File: src/rtl/mau4_sequencer_pkg.sv
// Shared types and constants for the 4x4 matrix acceleration unit command sequencer.
package mau_pkg;

    localparam int          MATRIX_PAIRS = 8;
    localparam logic [15:0] FP16_ONE     = 16'h3C00;

    typedef enum logic [1:0] {
        LOAD   = 2'd0,
        MUL_X4 = 2'd1,
        MUL_X2 = 2'd2,
        RSVD   = 2'd3
    } mau_op_t;

    typedef enum logic [3:0] {
        S_IDLE,
        S_LD_ADDR,
        S_LD_DATA,
        S_MU_ADDR,
        S_MU_V0,
        S_MU_V1,
        S_MU_WAIT,
        S_RD0,
        S_RD1,
        S_RESP
    } seq_state_t;

endpackage

File: src/rtl/mau4_sequencer_if.sv
// Requester-side command, operand and response handshakes of the MAU sequencer.
interface mau4_sequencer_if;

    logic        cmd_valid;
    logic        cmd_ready;
    logic [1:0]  cmd_op;
    logic        in_valid;
    logic        in_ready;
    logic [15:0] in_supr;
    logic [15:0] in_infr;
    logic        rsp_valid;
    logic        rsp_ready;
    logic        rsp_err;
    logic [63:0] rsp_data;

    modport master (
        output cmd_valid, cmd_op, in_valid, in_supr, in_infr, rsp_ready,
        input  cmd_ready, in_ready, rsp_valid, rsp_err, rsp_data
    );

    modport slave (
        input  cmd_valid, cmd_op, in_valid, in_supr, in_infr, rsp_ready,
        output cmd_ready, in_ready, rsp_valid, rsp_err, rsp_data
    );

endinterface

File: src/rtl/mau4_sequencer.sv
// Command-level sequencer generating the cycle-exact MAU control strobes and bus traffic.
//   state     | meaning
//   IDLE      | accept LOAD / MUL_X4 / MUL_X2 / reserved
//   LD_ADDR   | drive pair index k with set_matrix_address
//   LD_DATA   | wait for operand pair, write it into the matrix
//   MU_ADDR   | select vector slot (address 0)
//   MU_V0/V1  | stream both vector halves under start
//   MU_WAIT   | settle, then wait for any_busy to clear (bounded)
//   RD0/RD1   | read result words into rsp_data
//   RESP      | hold response until accepted
module mau4_sequencer
    import mau_pkg::*;
#(
    parameter int BUSY_TIMEOUT  = 1024,
    parameter int SETTLE_CYCLES = 2
) (
    input  logic                   clk,
    input  logic                   reset,
    mau4_sequencer_if.slave        host,
    output logic [15:0]            mau_dbs_o,
    output logic [15:0]            mau_dbi_o,
    output logic                   mau_db_oe,
    input  logic [15:0]            mau_dbs_i,
    input  logic [15:0]            mau_dbi_i,
    output logic                   mau_set_matrix_address,
    output logic                   mau_write_matrix,
    output logic                   mau_start,
    output logic                   mau_use_x2_mode,
    output logic                   mau_read_output,
    input  logic                   mau_any_busy,
    input  logic                   mau_all_busy
);

    localparam int KW = $clog2(MATRIX_PAIRS);
    localparam int SW = $clog2(SETTLE_CYCLES + 1);
    localparam int BW = $clog2(BUSY_TIMEOUT);

    seq_state_t     state, state_nx;
    mau_op_t        op;
    logic [KW-1:0]  k;
    logic [SW-1:0]  settle_cnt;
    logic [BW-1:0]  busy_cnt;
    logic           rsp_err_q;
    logic [63:0]    rsp_data_q;
    logic           is_x2;
    logic           all_busy_unused;

    assign all_busy_unused = mau_all_busy;
    assign is_x2           = (op == MUL_X2);
    assign host.rsp_err    = rsp_err_q;
    assign host.rsp_data   = rsp_data_q;

    always_ff @(posedge clk) begin
        if (reset) begin
            state      <= S_IDLE;
            op         <= LOAD;
            k          <= '0;
            settle_cnt <= '0;
            busy_cnt   <= '0;
            rsp_err_q  <= 1'b0;
            rsp_data_q <= '0;
        end else begin
            state <= state_nx;
            unique case (state)
                S_IDLE: if (host.cmd_valid) begin
                    op         <= mau_op_t'(host.cmd_op);
                    k          <= '0;
                    rsp_data_q <= '0;
                    rsp_err_q  <= (mau_op_t'(host.cmd_op) == RSVD);
                end
                S_LD_DATA: if (host.in_valid) k <= k + KW'(1);
                S_MU_V1: if (host.in_valid) begin
                    settle_cnt <= SW'(SETTLE_CYCLES);
                    busy_cnt   <= BW'(BUSY_TIMEOUT - 1);
                end
                S_MU_WAIT: begin
                    if (settle_cnt != '0)
                        settle_cnt <= settle_cnt - SW'(1);
                    else if (mau_any_busy) begin
                        if (busy_cnt == '0) rsp_err_q <= 1'b1;
                        else                busy_cnt  <= busy_cnt - BW'(1);
                    end
                end
                S_RD0:  rsp_data_q[31:0]  <= {mau_dbi_i, mau_dbs_i};
                S_RD1:  rsp_data_q[63:32] <= {mau_dbi_i, mau_dbs_i};
                S_RESP: if (host.rsp_ready) rsp_err_q <= 1'b0;
                default: ;
            endcase
        end
    end

    always_comb begin
        state_nx               = state;
        host.cmd_ready         = 1'b0;
        host.in_ready          = 1'b0;
        host.rsp_valid         = 1'b0;
        mau_dbs_o              = '0;
        mau_dbi_o              = '0;
        mau_db_oe              = 1'b0;
        mau_set_matrix_address = 1'b0;
        mau_write_matrix       = 1'b0;
        mau_start              = 1'b0;
        mau_use_x2_mode        = 1'b0;
        mau_read_output        = 1'b0;
        unique case (state)
            S_IDLE: begin
                host.cmd_ready = 1'b1;
                if (host.cmd_valid) begin
                    unique case (mau_op_t'(host.cmd_op))
                        LOAD:           state_nx = S_LD_ADDR;
                        MUL_X4, MUL_X2: state_nx = S_MU_ADDR;
                        default:        state_nx = S_RESP;
                    endcase
                end
            end
            S_LD_ADDR: begin
                mau_db_oe              = 1'b1;
                mau_dbs_o              = 16'(k);
                mau_set_matrix_address = 1'b1;
                state_nx               = S_LD_DATA;
            end
            S_LD_DATA: begin
                host.in_ready = 1'b1;
                if (host.in_valid) begin
                    mau_db_oe        = 1'b1;
                    mau_dbs_o        = host.in_supr;
                    mau_dbi_o        = host.in_infr;
                    mau_write_matrix = 1'b1;
                    state_nx = (k == KW'(MATRIX_PAIRS - 1)) ? S_RESP : S_LD_ADDR;
                end
            end
            S_MU_ADDR: begin
                mau_db_oe              = 1'b1;
                mau_set_matrix_address = 1'b1;
                mau_use_x2_mode        = is_x2;
                state_nx               = S_MU_V0;
            end
            S_MU_V0, S_MU_V1: begin
                host.in_ready   = 1'b1;
                mau_use_x2_mode = is_x2;
                // start only accompanies a real operand; a stall drops it
                if (host.in_valid) begin
                    mau_db_oe = 1'b1;
                    mau_start = 1'b1;
                    mau_dbs_o = host.in_supr;
                    mau_dbi_o = host.in_infr;
                    state_nx  = (state == S_MU_V0) ? S_MU_V1 : S_MU_WAIT;
                end
            end
            S_MU_WAIT: begin
                if (settle_cnt == '0) begin
                    if (!mau_any_busy)        state_nx = S_RD0;
                    else if (busy_cnt == '0)  state_nx = S_RESP;
                end
            end
            S_RD0, S_RD1: begin
                mau_read_output = 1'b1;
                mau_use_x2_mode = is_x2;
                state_nx        = (state == S_RD0) ? S_RD1 : S_RESP;
            end
            S_RESP: begin
                host.rsp_valid = 1'b1;
                if (host.rsp_ready) state_nx = S_IDLE;
            end
            default: state_nx = S_IDLE;
        endcase
    end

endmodule
File: src/flat_wrapper.sv
// flat-port wrapper written by rule: the top's interface ports become plain ports
module mau4_sequencer_flat import mau_pkg::*;
#(
    parameter int BUSY_TIMEOUT  = 1024,
    parameter int SETTLE_CYCLES = 2
)
  (clk, reset, mau_dbs_o, mau_dbi_o, mau_db_oe, mau_dbs_i, mau_dbi_i, mau_set_matrix_address, mau_write_matrix, mau_start, mau_use_x2_mode, mau_read_output, mau_any_busy, mau_all_busy, host_cmd_valid, host_cmd_op, host_in_valid, host_in_supr, host_in_infr, host_rsp_ready, host_cmd_ready, host_in_ready, host_rsp_valid, host_rsp_err, host_rsp_data);
  mau4_sequencer_if host_i ();
  input  logic clk;
  input  logic reset;
  output logic [15:0] mau_dbs_o;
  output logic [15:0] mau_dbi_o;
  output logic mau_db_oe;
  input  logic [15:0] mau_dbs_i;
  input  logic [15:0] mau_dbi_i;
  output logic mau_set_matrix_address;
  output logic mau_write_matrix;
  output logic mau_start;
  output logic mau_use_x2_mode;
  output logic mau_read_output;
  input  logic mau_any_busy;
  input  logic mau_all_busy;
  input wire logic [$bits(host_i.cmd_valid)-1:0] host_cmd_valid;
  input wire logic [$bits(host_i.cmd_op)-1:0] host_cmd_op;
  input wire logic [$bits(host_i.in_valid)-1:0] host_in_valid;
  input wire logic [$bits(host_i.in_supr)-1:0] host_in_supr;
  input wire logic [$bits(host_i.in_infr)-1:0] host_in_infr;
  input wire logic [$bits(host_i.rsp_ready)-1:0] host_rsp_ready;
  output wire logic [$bits(host_i.cmd_ready)-1:0] host_cmd_ready;
  output wire logic [$bits(host_i.in_ready)-1:0] host_in_ready;
  output wire logic [$bits(host_i.rsp_valid)-1:0] host_rsp_valid;
  output wire logic [$bits(host_i.rsp_err)-1:0] host_rsp_err;
  output wire logic [$bits(host_i.rsp_data)-1:0] host_rsp_data;
  assign host_i.cmd_valid = host_cmd_valid;
  assign host_i.cmd_op = host_cmd_op;
  assign host_i.in_valid = host_in_valid;
  assign host_i.in_supr = host_in_supr;
  assign host_i.in_infr = host_in_infr;
  assign host_i.rsp_ready = host_rsp_ready;
  assign host_cmd_ready = host_i.cmd_ready;
  assign host_in_ready = host_i.in_ready;
  assign host_rsp_valid = host_i.rsp_valid;
  assign host_rsp_err = host_i.rsp_err;
  assign host_rsp_data = host_i.rsp_data;
  mau4_sequencer #(.BUSY_TIMEOUT(BUSY_TIMEOUT), .SETTLE_CYCLES(SETTLE_CYCLES)) u_core (.clk(clk), .reset(reset), .host(host_i), .mau_dbs_o(mau_dbs_o), .mau_dbi_o(mau_dbi_o), .mau_db_oe(mau_db_oe), .mau_dbs_i(mau_dbs_i), .mau_dbi_i(mau_dbi_i), .mau_set_matrix_address(mau_set_matrix_address), .mau_write_matrix(mau_write_matrix), .mau_start(mau_start), .mau_use_x2_mode(mau_use_x2_mode), .mau_read_output(mau_read_output), .mau_any_busy(mau_any_busy), .mau_all_busy(mau_all_busy));
endmodule
File: config.mk
export PLATFORM = sky130hd
export DESIGN_NAME = mau4_sequencer_flat
export DESIGN_NICKNAME = d
export VERILOG_FILES = /design/src/rtl/mau4_sequencer_pkg.sv /design/src/rtl/mau4_sequencer_if.sv /design/src/rtl/mau4_sequencer.sv /design/src/flat_wrapper.sv
export SDC_FILE = /design/constraint.sdc
export NUM_CORES = 1
export LEC_CHECK = 0
export ABC_AREA = 1
export ABC_CLOCK_PERIOD_IN_PS = 1900
export CELL_PAD_IN_SITES_DETAIL_PLACEMENT = 0
export CELL_PAD_IN_SITES_GLOBAL_PLACEMENT = 1
export CORE_MARGIN = 2
export CORE_UTILIZATION = 28
export DETAILED_ROUTE_END_ITERATION = 6
export GPL_ROUTABILITY_DRIVEN = 0
export PLACE_DENSITY = 0.84
export SLEW_MARGIN = 30
export SYNTH_ARGS = -nofsm -noshare
export SYNTH_HDL_FRONTEND = slang
export SYNTH_SLANG_ARGS = --single-unit
File: constraint.sdc
create_clock -name clk -period 1.9 [get_ports clk]
set_clock_uncertainty 0.2 [all_clocks]
set_input_delay 0.285 -clock clk [delete_from_list [all_inputs] [get_ports clk]]
set_output_delay 0.285 -clock clk [all_outputs]
set_load 0.005 [all_outputs]
# Yosys cells after proc, flatten, opt, wreduce, memory -nomap -nowiden
# Cells that the tools add are included.
# Widths: inputs -> output; s select.
# word_totals
ff_bits,86
input_bits,73
output_inout_bits,106
elab_cells,107
# classes
add_sub_neg,3
eq_ne,26
mux,46
n_reduce_logical,24
# ops
operator,n
$pmux 32 s2,2
$mux 64,1
$mux 16,3
$mux 10,4
$mux 4,8
$pmux 16 s2,1
$pmux 4 s8,1
$pmux 10 s2,1
$eq 4x3->1 const B,4
$ne 2x2->1 const B,8
$mux 1,15
$reduce_and 6->1,2
$logic_not 10->1,1
$reduce_bool 2->1,5
$sub 10x1->10 const B,1
$eq 4x2->1 const B,2
$eq 4x4->1 const B,2
$pmux 4 s2,1
$reduce_or 2->1,4
$eq 2x2->1 const B,3
$mux 2,3
$mux 3,2
$ne 2x1->1 const B,3
$pmux 3 s2,1
17 further kinds,21

# Depth between registers and ports, before layout
# logic_depth
ltp_word,5
ltp_mapped,10
depth_no_buf,10

# Worst setup path after synthesis
# Ideal clock, no wire load.
# synth_timing
path_type,register -> output
start,register u_core.state[2]
end,output port mau_dbi_o[0]
t_arrival_ps,1260
t_required_ps,1415
slack_ps,155
stages_incl_launch_ff,8
n_path_buf,1
cell_sequence,dfxtp_1 > inv_1 > nor2_2 > nand2_1 > nand2_2 > nand2_1 > buf_2 > nor2_1
# synth_via
elab_chain_cells,3
word_cells_on_any_way,5
cone_classes,eq/ne (3); mux (1); reduce/logical (1)
# synth_lines
element,line,text
from (decl),mau4_sequencer.sv:38,"seq_state_t state, state_nx;"
from (signal assigned),mau4_sequencer.sv:63,state <= state_nx;
$eq 4x2->1 or $eq 4x3->1 (tied branches),mau4_sequencer.sv:105,unique case (state)
$reduce_or 3->1 (no source line) *,-,
$mux 16 *,-,
to (decl),flat_wrapper.sv:12,output logic [15:0] mau_dbi_o;
# Every way passes the cells marked *; elsewhere a longest branch is shown, timed or not.

# Final worst setup path
# layout_timing
start,register u_core.state[2]
end,output port mau_read_output
# layout_via
elab_chain_cells,3
word_cells_on_any_way,4
cone_classes,eq/ne (2); mux (1); reduce/logical (1)
# layout_lines
element,line,text
$eq 4x4->1 or $eq 4x3->1 (tied branches),mau4_sequencer.sv:105,
$reduce_or 2->1 *,mau4_sequencer.sv:105,
$mux 1 *,mau4_sequencer.sv:105,
to (decl),flat_wrapper.sv:20,output logic mau_read_output;
# Marked as above.

==> reports/metrics.yaml <==
run_status:
  outcome: "finished with violations"
  violations: "negative setup slack"
power_and_ir_drop:
  peakVddDrop_mv: 0.526
  power.total_mw: 7.38
  p_per_area_mw_per_mm2: 1050
  cellLeakagePower_nw: 2.94
setup_path:
  start_kind: "register"
  cp.arrival_ns: 1.56
  rr_worst_depth: 13
  worst-path-buf-inv: 4
  slowest_delay_ns: 0.34
  r2r-end: "u_core.state[2]"
  worstSetupEndpointType: "output pin"
  critical-path-top-delay-family: "buffers and inverters"
  ff2ff_setup_slack_ns: 0.02
  crit_fanout: 3
  cp_common_cell: "buf_4"
  reg2reg_from: "u_core.state[0]"
  crit_slowest_cell: "dfxtp_2"
  crit_chain: "buf_4 > nand2_2 > nor2_4 > nor2_2 > inv_1 > buf_4 > dlygate4sd2_1"
  worstSetupPathType: "reg2out"
  crit_required_ns: 1.41
clock_network:
  cts_root_buf: "clkbuf_16"
  path_clk_slew_ns: 0.06
  numCtsBuffers: 9
  postCtsHoldBufs: 0
  cts_tree: "yes"
  clk_latency_ns: 0.34
  cts_sinks: 86
  clk_path_buf_depth: 2
  htreeDepth: 3
floorplanning:
  io_pins: 179
  fp.dieH_um: 124
  die_w_um: 124
  rows: 44
  start_util_pct: 28.3
  fp.coreArea_mm2: 0.0144
  die_area_mm2: 0.0155
synth:
  avgSynthCellArea_um2: 6.82
  ys_ff_latch: 86
  synth_area_mm2: 0.00406
  synthesis.nets: 674
  yosysUniqueCellTypes: 22
  synth_top_cell_area_share_pct: 42.4
  synth_area_leaders: "dfxtp_1, nand2_1, nand3_1, a21oi_1, nor2_1"
  yosysSeqAreaShare_pct: 42.4
  synth.largest_area_cell: "dfxtp_1"
  yosysWarningCount: 0
  postSynthCellCount: 595
layout:
  final_area_mm2: 0.00702
  final_cell_mix: "clkdlybuf4s50_1, nand2_1, nand3_1, a21oi_1, dfxtp_1"
  antenna_cells: 0
  drive_above_1_share_pct: 24.2
  fin_util_pct: 48.8
  final_common_cell: "clkdlybuf4s50_1"
  layout.nets: 897
  syn_to_final_growth_pct: 72.8
  fillers: 1424
  final_cells: 1007
drt:
  drt-wirelength-per-cell_um: 13.2
  first_pass_iters: 4
  drc_errors: 0
  num_vias: 4530
  wirelength_mm: 13.3
  avgViaCountPerCell: 4.50
  ant_nets: 0
  initialDrtViolationCount: 188
global_route:
  antenna_found_initial: 0
  grt_max_degree: 73
  grt_pass1_vias: 4290
  grtUsageTotal_pct: 16.9
  grt_first_pass_wirelength_mm: 21.7
  grt.overflow.total: 0
sta:
  rsz0062_at_grt: "yes"
  hold_viol_final: 0
  setup_slack_ns: -0.143
  maxClockFrequency_ghz: 0.489
  holdWs_ns: 0.186
  finalSetupViolations: 38
  maxSlewViolCount: 0
  min_period_ns: 2.04
  period_share_pct: 108
  slew_headroom_pct: 70.1
  worstMarginPinSlew_ns: 0.444
  setup_tns_ns: -3.50
placement:
  io_buffers: 177
  place_hpwl_mm: 8.94
  dp_worst_setup_slack_ns: -0.223
  dpl_cell_area_mm2: 0.00638
  placed_cells: 976
min_path:
  hold_path.class: "in2reg"
  hold_depth: 4
  hold_end: "u_core.state[3]"
  hp-start: "reset"
job:
  cap_violations: 0
## registers in the layout, indices dropped and copies added, names as in the netlist
| name | count |
|---|---|
| u_core.settle_cnt | 2 |
| u_core.host.rsp_data | 64 |
| u_core.host.rsp_err | 1 |
| u_core.op | 2 |
| u_core.k | 3 |
| u_core.busy_cnt | 10 |
| u_core.state | 4 |
## final cells by class
cell class | count | area (um^2) | share of cell area (%)
clock buffers | 9 | 225 | 3.21
clock inverters | 7 | 80.1 | 1.14
inverters | 56 | 213 | 3.03
multi-input cells | 422 | 2280 | 32.5
flip-flops and latches | 86 | 1730 | 24.7
well taps | 184 | 230 | 3.28
repair buffers | 243 | 2250 | 32.1
## power by group
group	internal (mW)	switching [mW]	total, mW
clock	1.04	0.777	1.81
sequential	2.03	0.163	2.19
combinational	1.66	1.72	3.38
total	4.72	2.66	7.38
## per-layer routing
layer	GRT usage, %	vias to the layer above	part of all wire [%]
li1	-	2374	-
met1	22.2	2025	46
met2	26.2	117	45
met3	5.93	14	7.5
met4	4.63	0	1.2
met5	0	-	0
## cell usage after synthesis (all sizes together)
cell type and count:
nand2 140, nand3 98, dfxtp 86, a21oi 83, nor2 77, inv 56
buf 17, clkbuf 15, o21ai 8, ha 6, nand3b 5, xor2 3
or2 1
## logic make-up after synthesis
group | share of synthesized area [%]
adders and majority gates | 1.85
and+or+nand+nor | 35.0
xor gates and xnor gates | 0.647
DFF | 42.4
buffers and inverters | 8.84
AOI/OAI and AO/OA | 11.2
## worst register-to-register path, cell delays in order (launching register included)
cell and delay, ns:
dfxtp_4 0.37, inv_2 0.06, buf_6 0.10, nor2_4 0.04, buf_6 0.12, buf_6 0.12, buf_4 0.13, nand3_2 0.06
nand3_2 0.11, nor2_4 0.14, buf_4 0.15, nand3_1 0.07, nand2_1 0.07, nor2_1 0.04
## worst max-delay path by stage
stage / startpoint / to / slack (ns) / cells after the start
after floorplan: u_core.state[2] / mau_dbi_o[0] / 0.15 / 7
after global placement: u_core.state[0] / mau_use_x2_mode / -0.27 / 5
after detailed placement: u_core.state[0] / mau_use_x2_mode / -0.22 / 5
after CTS: u_core.state[2] / mau_dbi_o[3] / -0.23 / 8
after global routing: u_core.state[2] / mau_dbi_o[12] / -0.19 / 8
final: u_core.state[2] / mau_read_output / -0.14 / 7
## what timing repair did
| item | in CTS | in global routing |
|---|---|---|
| setup endpoints to repair | 105 | 75 |
| cloned | 2 | 2 |
| endpoints found under the hold margin | 0 | 0 |
| gates resized for setup | 179 | 76 |
| pin swaps | 7 | 20 |
| setup buffers | 7 | 7 |
Power figures use the tool's default switching activity.
